<file path="src/rtl/edge_generator_if.sv">
// Request/level bundle for the edge generator.
// Master drives requests; slave drives the line and status pulses.
interface edge_generator_if;
  logic rise_req;
  logic fall_req;
  logic line_out;
  logic rise_ack;
  logic fall_ack;
  logic drop;
  logic busy;

  modport master (
    output rise_req, fall_req,
    input  line_out, rise_ack, fall_ack, drop, busy
  );

  modport slave (
    input  rise_req, fall_req,
    output line_out, rise_ack, fall_ack, drop, busy
  );
endinterface

</file>
<file path="src/rtl/edge_generator.sv">
// Level-line generator driven by rise/fall request pulses.
// Enforces dwell times and keeps one early request pending.
module edge_generator #(
  parameter int MIN_HIGH = 4,
  parameter int MIN_LOW  = 4,
  parameter int CNT_W    = 8
) (
  input logic              clk,
  input logic              rst,
  edge_generator_if.slave  bus
);

  typedef enum logic [1:0] {
    LOW_IDLE,
    HIGH_HOLD,
    HIGH_IDLE,
    LOW_HOLD
  } state_t;

  localparam logic [CNT_W-1:0] HI_LOAD = CNT_W'(MIN_HIGH - 1);
  localparam logic [CNT_W-1:0] LO_LOAD = CNT_W'(MIN_LOW - 1);
  localparam logic [CNT_W-1:0] ONE     = CNT_W'(1);
  localparam logic [CNT_W-1:0] ZERO    = '0;

  state_t           state_q, state_d;
  logic [CNT_W-1:0] cnt_q, cnt_d;
  logic             pend_q, pend_d;
  logic             rack_d, fack_d, drop_d;
  logic             line_q, rack_q, fack_q, drop_q, busy_q;
  logic             rr, fr;

  assign rr = bus.rise_req;
  assign fr = bus.fall_req;

  // Next state, dwell counter, pending flag and pulse decode
  always_comb begin
    state_d = state_q;
    cnt_d   = cnt_q;
    pend_d  = pend_q;
    rack_d  = 1'b0;
    fack_d  = 1'b0;
    drop_d  = 1'b0;
    if (rr && fr) begin
      // Conflicting pair: reject both, freeze everything
      drop_d = 1'b1;
    end else begin
      unique case (state_q)
        LOW_IDLE: begin
          if (rr) begin
            state_d = HIGH_HOLD;
            cnt_d   = HI_LOAD;
            rack_d  = 1'b1;
          end else if (fr) begin
            drop_d = 1'b1;
          end
        end
        HIGH_IDLE: begin
          if (fr) begin
            state_d = LOW_HOLD;
            cnt_d   = LO_LOAD;
            fack_d  = 1'b1;
          end else if (rr) begin
            drop_d = 1'b1;
          end
        end
        HIGH_HOLD: begin
          drop_d = rr | (fr & pend_q);
          if (cnt_q == ZERO) begin
            if (pend_q || fr) begin
              state_d = LOW_HOLD;
              cnt_d   = LO_LOAD;
              pend_d  = 1'b0;
              fack_d  = 1'b1;
            end else begin
              state_d = HIGH_IDLE;
            end
          end else begin
            cnt_d = cnt_q - ONE;
            if (fr) pend_d = 1'b1;
          end
        end
        LOW_HOLD: begin
          drop_d = fr | (rr & pend_q);
          if (cnt_q == ZERO) begin
            if (pend_q || rr) begin
              state_d = HIGH_HOLD;
              cnt_d   = HI_LOAD;
              pend_d  = 1'b0;
              rack_d  = 1'b1;
            end else begin
              state_d = LOW_IDLE;
            end
          end else begin
            cnt_d = cnt_q - ONE;
            if (rr) pend_d = 1'b1;
          end
        end
        default: state_d = LOW_IDLE;
      endcase
    end
  end

  // State register and registered outputs
  always_ff @(posedge clk or negedge rst) begin
    if (!rst) begin
      state_q <= LOW_IDLE;
      cnt_q   <= '0;
      pend_q  <= 1'b0;
      line_q  <= 1'b0;
      rack_q  <= 1'b0;
      fack_q  <= 1'b0;
      drop_q  <= 1'b0;
      busy_q  <= 1'b0;
    end else begin
      state_q <= state_d;
      cnt_q   <= cnt_d;
      pend_q  <= pend_d;
      line_q  <= (state_d == HIGH_HOLD) || (state_d == HIGH_IDLE);
      rack_q  <= rack_d;
      fack_q  <= fack_d;
      drop_q  <= drop_d;
      busy_q  <= (state_d == HIGH_HOLD) || (state_d == LOW_HOLD);
    end
  end

  assign bus.line_out = line_q;
  assign bus.rise_ack = rack_q;
  assign bus.fall_ack = fack_q;
  assign bus.drop     = drop_q;
  assign bus.busy     = busy_q;

endmodule
</file>
<file path="src/flat_wrapper.sv">
// flat-port wrapper written by rule: the top's interface ports become plain ports
module edge_generator_flat 
#(
  parameter int MIN_HIGH = 4,
  parameter int MIN_LOW  = 4,
  parameter int CNT_W    = 8
)
  (clk, rst, bus_rise_req, bus_fall_req, bus_line_out, bus_rise_ack, bus_fall_ack, bus_drop, bus_busy);
  edge_generator_if bus_i ();
  input logic clk;
  input logic rst;
  input wire logic [$bits(bus_i.rise_req)-1:0] bus_rise_req;
  input wire logic [$bits(bus_i.fall_req)-1:0] bus_fall_req;
  output wire logic [$bits(bus_i.line_out)-1:0] bus_line_out;
  output wire logic [$bits(bus_i.rise_ack)-1:0] bus_rise_ack;
  output wire logic [$bits(bus_i.fall_ack)-1:0] bus_fall_ack;
  output wire logic [$bits(bus_i.drop)-1:0] bus_drop;
  output wire logic [$bits(bus_i.busy)-1:0] bus_busy;
  assign bus_i.rise_req = bus_rise_req;
  assign bus_i.fall_req = bus_fall_req;
  assign bus_line_out = bus_i.line_out;
  assign bus_rise_ack = bus_i.rise_ack;
  assign bus_fall_ack = bus_i.fall_ack;
  assign bus_drop = bus_i.drop;
  assign bus_busy = bus_i.busy;
  edge_generator #(.MIN_HIGH(MIN_HIGH), .MIN_LOW(MIN_LOW), .CNT_W(CNT_W)) u_core (.clk(clk), .rst(rst), .bus(bus_i));
endmodule
</file>
<file path="config.mk">
export PLATFORM = sky130hd
export DESIGN_NAME = edge_generator_flat
export DESIGN_NICKNAME = d
export VERILOG_FILES = /design/src/rtl/edge_generator_if.sv /design/src/rtl/edge_generator.sv /design/src/flat_wrapper.sv
export SDC_FILE = /design/constraint.sdc
export NUM_CORES = 1
export LEC_CHECK = 0
export ABC_AREA = 1
export ABC_CLOCK_PERIOD_IN_PS = 4600
export CORE_UTILIZATION = 40
export CTS_CLUSTER_DIAMETER = 120
export DETAILED_ROUTE_END_ITERATION = 10
export SLEW_MARGIN = 20
export SYNTH_ARGS = -nofsm -noshare
export SYNTH_HDL_FRONTEND = slang
export SYNTH_SLANG_ARGS = --single-unit
</file>
<file path="constraint.sdc">
create_clock -name clk -period 4.6 [get_ports clk]
set_clock_uncertainty 0.2 [all_clocks]
set_input_delay 0.46 -clock clk [delete_from_list [all_inputs] [get_ports clk]]
set_output_delay 0.46 -clock clk [all_outputs]
set_load 0.1 [all_outputs]
</file>
== Word-level counts from Yosys, hierarchy flattened ==
Index checks and enable logic that the tools add are counted.
Storage, ports and cells
  register bits after elaboration: 16
  bits in latches: 0
  bits in writable memories: 0
  memory bits (read-only): 0
  bits of input ports: 4
  output and inout port bits: 5
  word-level logic and storage cells: 72
  memories: 0
Cells by class
  add/sub/neg operators: 1
  multiply operators: 0
  divide/modulo/power cells: 0
  magnitude comparators: 0
  equality and inequality tests: 12
  shifts and indexed selects: 0
  muxes and demuxes: 36
  bitwise logic cells: 5
  reduce and logical (&&, ||, !) cells: 10
Operator list (number)
  8-bit 2-to-1 mux: 6
  8-bit case mux with 4 select lines: 1
  1-bit 2-to-1 mux: 19
  2-bit 2-to-1 mux: 5
  2-bit == test, second input constant: 4
  8-bit zero test: 1
  2-bit case mux with 4 select lines: 1
  8-bit by 1-bit subtractor with 8-bit output, second input constant: 1
  3-bit by 2-bit inequality test with 1-bit output, second input constant: 2
  3-bit inequality test, second input constant: 2
  1-bit case mux with 2 select lines: 3
  6-bit AND reduction: 1
  5-bit AND reduction: 1
  2-bit by 1-bit == test with 1-bit output, second input constant: 2
  1-bit logical OR: 4
  2-bit inequality test, second input constant: 2
  1-bit case mux with 4 select lines: 1
  1-bit AND: 2
  2-bit zero test: 1
  1-bit OR: 2
  2-bit nonzero test: 1
  1-bit logical AND: 1
  1-bit inverter: 1

== Longest topological paths before layout ==
  depth in word-level cells: 7
  mapped depth: 11
  mapped depth without buffers: 11

== Least setup slack after synthesis ==
No wires, ideal clock.
  kind: flip-flop to flip-flop
  from: reg, netlist name u_core.bus.busy
  to: reg u_core.cnt_q[0]
  library setup time: 124 ps
  arrival: 2160 ps
  data required time: 4276 ps
  slack: 2116 ps
  cell stages (with the launch flop): 11
  path buffers: 0
  path through: dfrtp_1 inv_1 ha_1 inv_1 nor2_1 nor2_1 nand2_1 nor3_2 inv_1 nand2_1 o21ai_1
RTL lines
  end signal: assignment: RTL line edge_generator.sv:116  | cnt_q <= cnt_d;
  end: declaration: RTL line edge_generator.sv:26  | logic [CNT_W-1:0] cnt_q, cnt_d;

== Worst setup path after layout ==
  from: reg u_core.busy_q (netlist: u_core.bus.busy)
  to: out bus_busy
RTL lines
  start: declaration: RTL line edge_generator.sv:29  | logic line_q, rack_q, fack_q, drop_q, busy_q;
  start signal: assignment: RTL line edge_generator.sv:122  | busy_q <= (state_d == HIGH_HOLD) || (state_d == LOW_HOLD);
  end: declaration: RTL line flat_wrapper.sv:18  | output wire logic [$bits(bus_i.busy)-1:0] bus_busy;
No word-level cell between the ends.

==> impl_results.md <==
* Post-placement setup slack at 1.87 ns
* Critical path required time at 3.94 ns
* Maximum number of pins on one net before global-route repair at 16
* Static leakage at 0.596 nW
* Final std cells w/o fill at between 150 and 200
* Routability Congestion at ~0.83
* Start point of the worst hold path: u_core.cnt_q[0]
* Critical path peak fanout at 5
* Reg2Reg Setup Slack at ~2.2 ns
* Placed wire-length estimate at around 1700 um
* Unrepaired setup endpoints after global routing: false
* Post-CTS Resized at 0
* Critical-path cell with the highest stage delay: sky130_fd_sc_hd__clkdlybuf4s50_1
* Proportion of layout cells with a drive suffix above 1 at 9.32%
* Number of cells after detailed placement at 187
* HP Class: flip-flop to flip-flop
* Post-CTS Setup Repair Bufs at 0
* Register bit total from synthesis at 15
* Total count of hold-check failures in the final report at 0
* CTS clk-pin slew, worst paths at 0.09 ns
* Slew margin rel. at 35.6%
* Insertion delay to the later sink of the worst-skew pair at 0.28 ns
* Number of hold buffers added after CTS at 0
* Largest delay share family, worst path: buffers and inverters
* Maximum cell stage delay along the critical path at 1.16 ns
* Area added between synthesis and finish at 11.4%
* Final critical-path setup slack at 2.06 ns
* Total number of H-tree levels at 1
* Most frequent cells in the layout: 38 x sky130_fd_sc_hd__nand2_1, 20 x sky130_fd_sc_hd__inv_1, 16 x sky130_fd_sc_hd__nor2_1
* Final layout net count at 172
* Number of buffers on the longest clock path at 2
* Nets in the synthesized netlist at ~160
* Vias at 960
* Worst path cell trace: clkdlybuf4s50_1
* Clock tree root driver cell: sky130_fd_sc_hd__clkbuf_4
* Top achievable clock speed at 394 MHz
* Number of violations reported at the end of detailed-routing iteration 0 at 25
* Final setup fails at 0
* Data arrival, critical path at 1.88 ns
* Number of buffers created by CTS at 3
* Post-route ant nets at 0
* Placed instance area at approximately 1200 sq um
* Clock sink count at 15
* First drt pass iteration count at 4
* CTS tree: yes
* Sum of negative setup slack at 0 ns
* Initial antenna violation count at 0
* Number of placement rows at 18
* Status: finished clean
* Horizontal die dimension at 53.8 um
* Die footprint at 2890 sq um
* Most common cell after layout, fill and taps aside: sky130_fd_sc_hd__nand2_1
* Final critical-path share of the clock period at 55.2%
* Number of max-slew violations in the final report at 0
* Mean post-synth cell area at 7.11 sq um
* Cell Area, Synth at ~1100 sq um
* Worst setup path category: flip-flop to primary output
* Largest vdd supply drop at between 0.4 and 0.5 mV
* Worst setup path startpoint: u_core.bus.busy
* Number of inserted filler cells in the final layout at 260
* Yosys synthesis warning count at 0
* Via count of the first global-routing pass at ~850
* Per-cell via count in the routed design at 5.03
* Post-route DRC violation count at 0
* Number of violations of the max-capacitance limit at 0
* GR Overflow Total at 0
* Final critical-path required period at 2.54 ns
* Total Wirelength at about 2200 um
* Leading area contributor after synthesis: sky130_fd_sc_hd__dfrtp_1
* Detailed-route wire length per cell at 11.7 um
* Synthesized instance count at approximately 150
* Core footprint at around 2500 sq um
* Post-route core utilization at 47.8%
* Critical Path Sink Type: primary output
* Global-route wire length before repair at between 3000 and 4000 um
* Portion of the post-synthesis area used by sequential elements at 35.0%
* Global-route usage over all layers at 18.0%
* Post-layout instance area at 1200 sq um
* FF-to-FF Start: u_core.bus.busy
* Worst path buffer plus inverter count at 1
* Number of top-level pins at 9
* Final Hold Slack at between 0.2 and 0.3 ns
* Effective utilization at floorplan at 42.9%
* ANT cells at 0
* Kind of start point of the critical path: flip-flop
* Pwr dens at roughly 710 nW/um^2
* Number of port buffers at 8
* Y dimension of the die at approximately 54 um
* Post-synth top area share at 35.0%
* Worst Tran Pin Value at 0.964 ns
* Cell variety after synth at 24
* Overall power at 0.848 mW
* Leading cell types by total area after synthesis: sky130_fd_sc_hd__dfrtp_1 35%, sky130_fd_sc_hd__nand2_1 13%, sky130_fd_sc_hd__ha_1 7.0%
## metal layers
metal | vias up | global-route usage [%] | share of wire, %
met5 | - | 0 | 0
met4 | 0 | 6.58 | 0.45
met3 | 2 | 2.54 | 2.2
met2 | 19 | 28.8 | 47
met1 | 436 | 24.4 | 50
li1 | 503 | - | -
## layout make-up
| cell class | count | area, sq um | share of cell area (%) |
|---|---|---|---|
| Multi-Input combinational cell | 111 | 589 | 49.3 |
| Sequential cell | 15 | 375 | 31.4 |
| Inverter | 23 | 86.3 | 7.22 |
| Timing Repair Buffer | 8 | 80.1 | 6.69 |
| Tap cell | 30 | 37.5 | 3.14 |
| Clock buffer | 3 | 22.5 | 1.88 |
| Clock inverter | 1 | 5.00 | 0.418 |
## where the power goes
group	internal (mW)	switching, mW
Combinational	0.165	0.389
Clock	0.0323	0.0442
Sequential	0.180	0.0366
Total	0.377	0.470
## worst paths after layout
check | to | depth (start not counted)
setup / recovery | bus_busy | 1
hold / removal | u_core.cnt_q[0] | 2
setup reg to reg | u_core.cnt_q[7] | 10
hold reg to reg | u_core.cnt_q[0] | 2
max in group asynchronous | u_core.bus.fall_ack | 1
min in group asynchronous | u_core.cnt_q[3] | 1
## synthesized netlist by cell type
library cell,number
sky130_fd_sc_hd__nor3_2,1
sky130_fd_sc_hd__o31ai_1,1
sky130_fd_sc_hd__inv_2,3
sky130_fd_sc_hd__xor2_1,4
sky130_fd_sc_hd__o21a_1,1
sky130_fd_sc_hd__a211oi_1,1
sky130_fd_sc_hd__o21ai_1,3
sky130_fd_sc_hd__o21ai_2,2
sky130_fd_sc_hd__nand4_1,2
sky130_fd_sc_hd__dfrtp_1,15
sky130_fd_sc_hd__a21oi_1,4
sky130_fd_sc_hd__ha_1,6
sky130_fd_sc_hd__o22ai_1,1
sky130_fd_sc_hd__nand3_1,10
sky130_fd_sc_hd__buf_6,2
sky130_fd_sc_hd__inv_1,20
sky130_fd_sc_hd__xnor2_1,1
sky130_fd_sc_hd__nand3_2,1
sky130_fd_sc_hd__o21ai_0,7
sky130_fd_sc_hd__nand2_1,38
sky130_fd_sc_hd__nor2_1,16
sky130_fd_sc_hd__nor2_2,4
sky130_fd_sc_hd__nor3_1,7
sky130_fd_sc_hd__o221ai_1,1
## state kept, by name, indices dropped and copies added, names as in the netlist, named ones only
| name | flops |
|---|---|
| u_core.cnt_q | 8 |
| u_core.bus.drop | 1 |
| u_core.bus.fall_ack | 1 |
| u_core.bus.busy | 1 |
| u_core.bus.rise_ack | 1 |
| u_core.bus.line_out | 1 |
| u_core.pend_q | 1 |
## kinds of logic after synthesis
kind of cell	count (synthesis)	share of synthesized area, %
AO/OA/AOI/OAI	21	11.7
adder cells (fa/ha/maj)	6	6.99
XOR/XNOR	5	4.08
flip-flops	15	35.0
AND/OR/NAND/NOR	79	32.2
buffers and inverters	25	10.1
No activity file was read; power rests on OpenSTA's default activity.
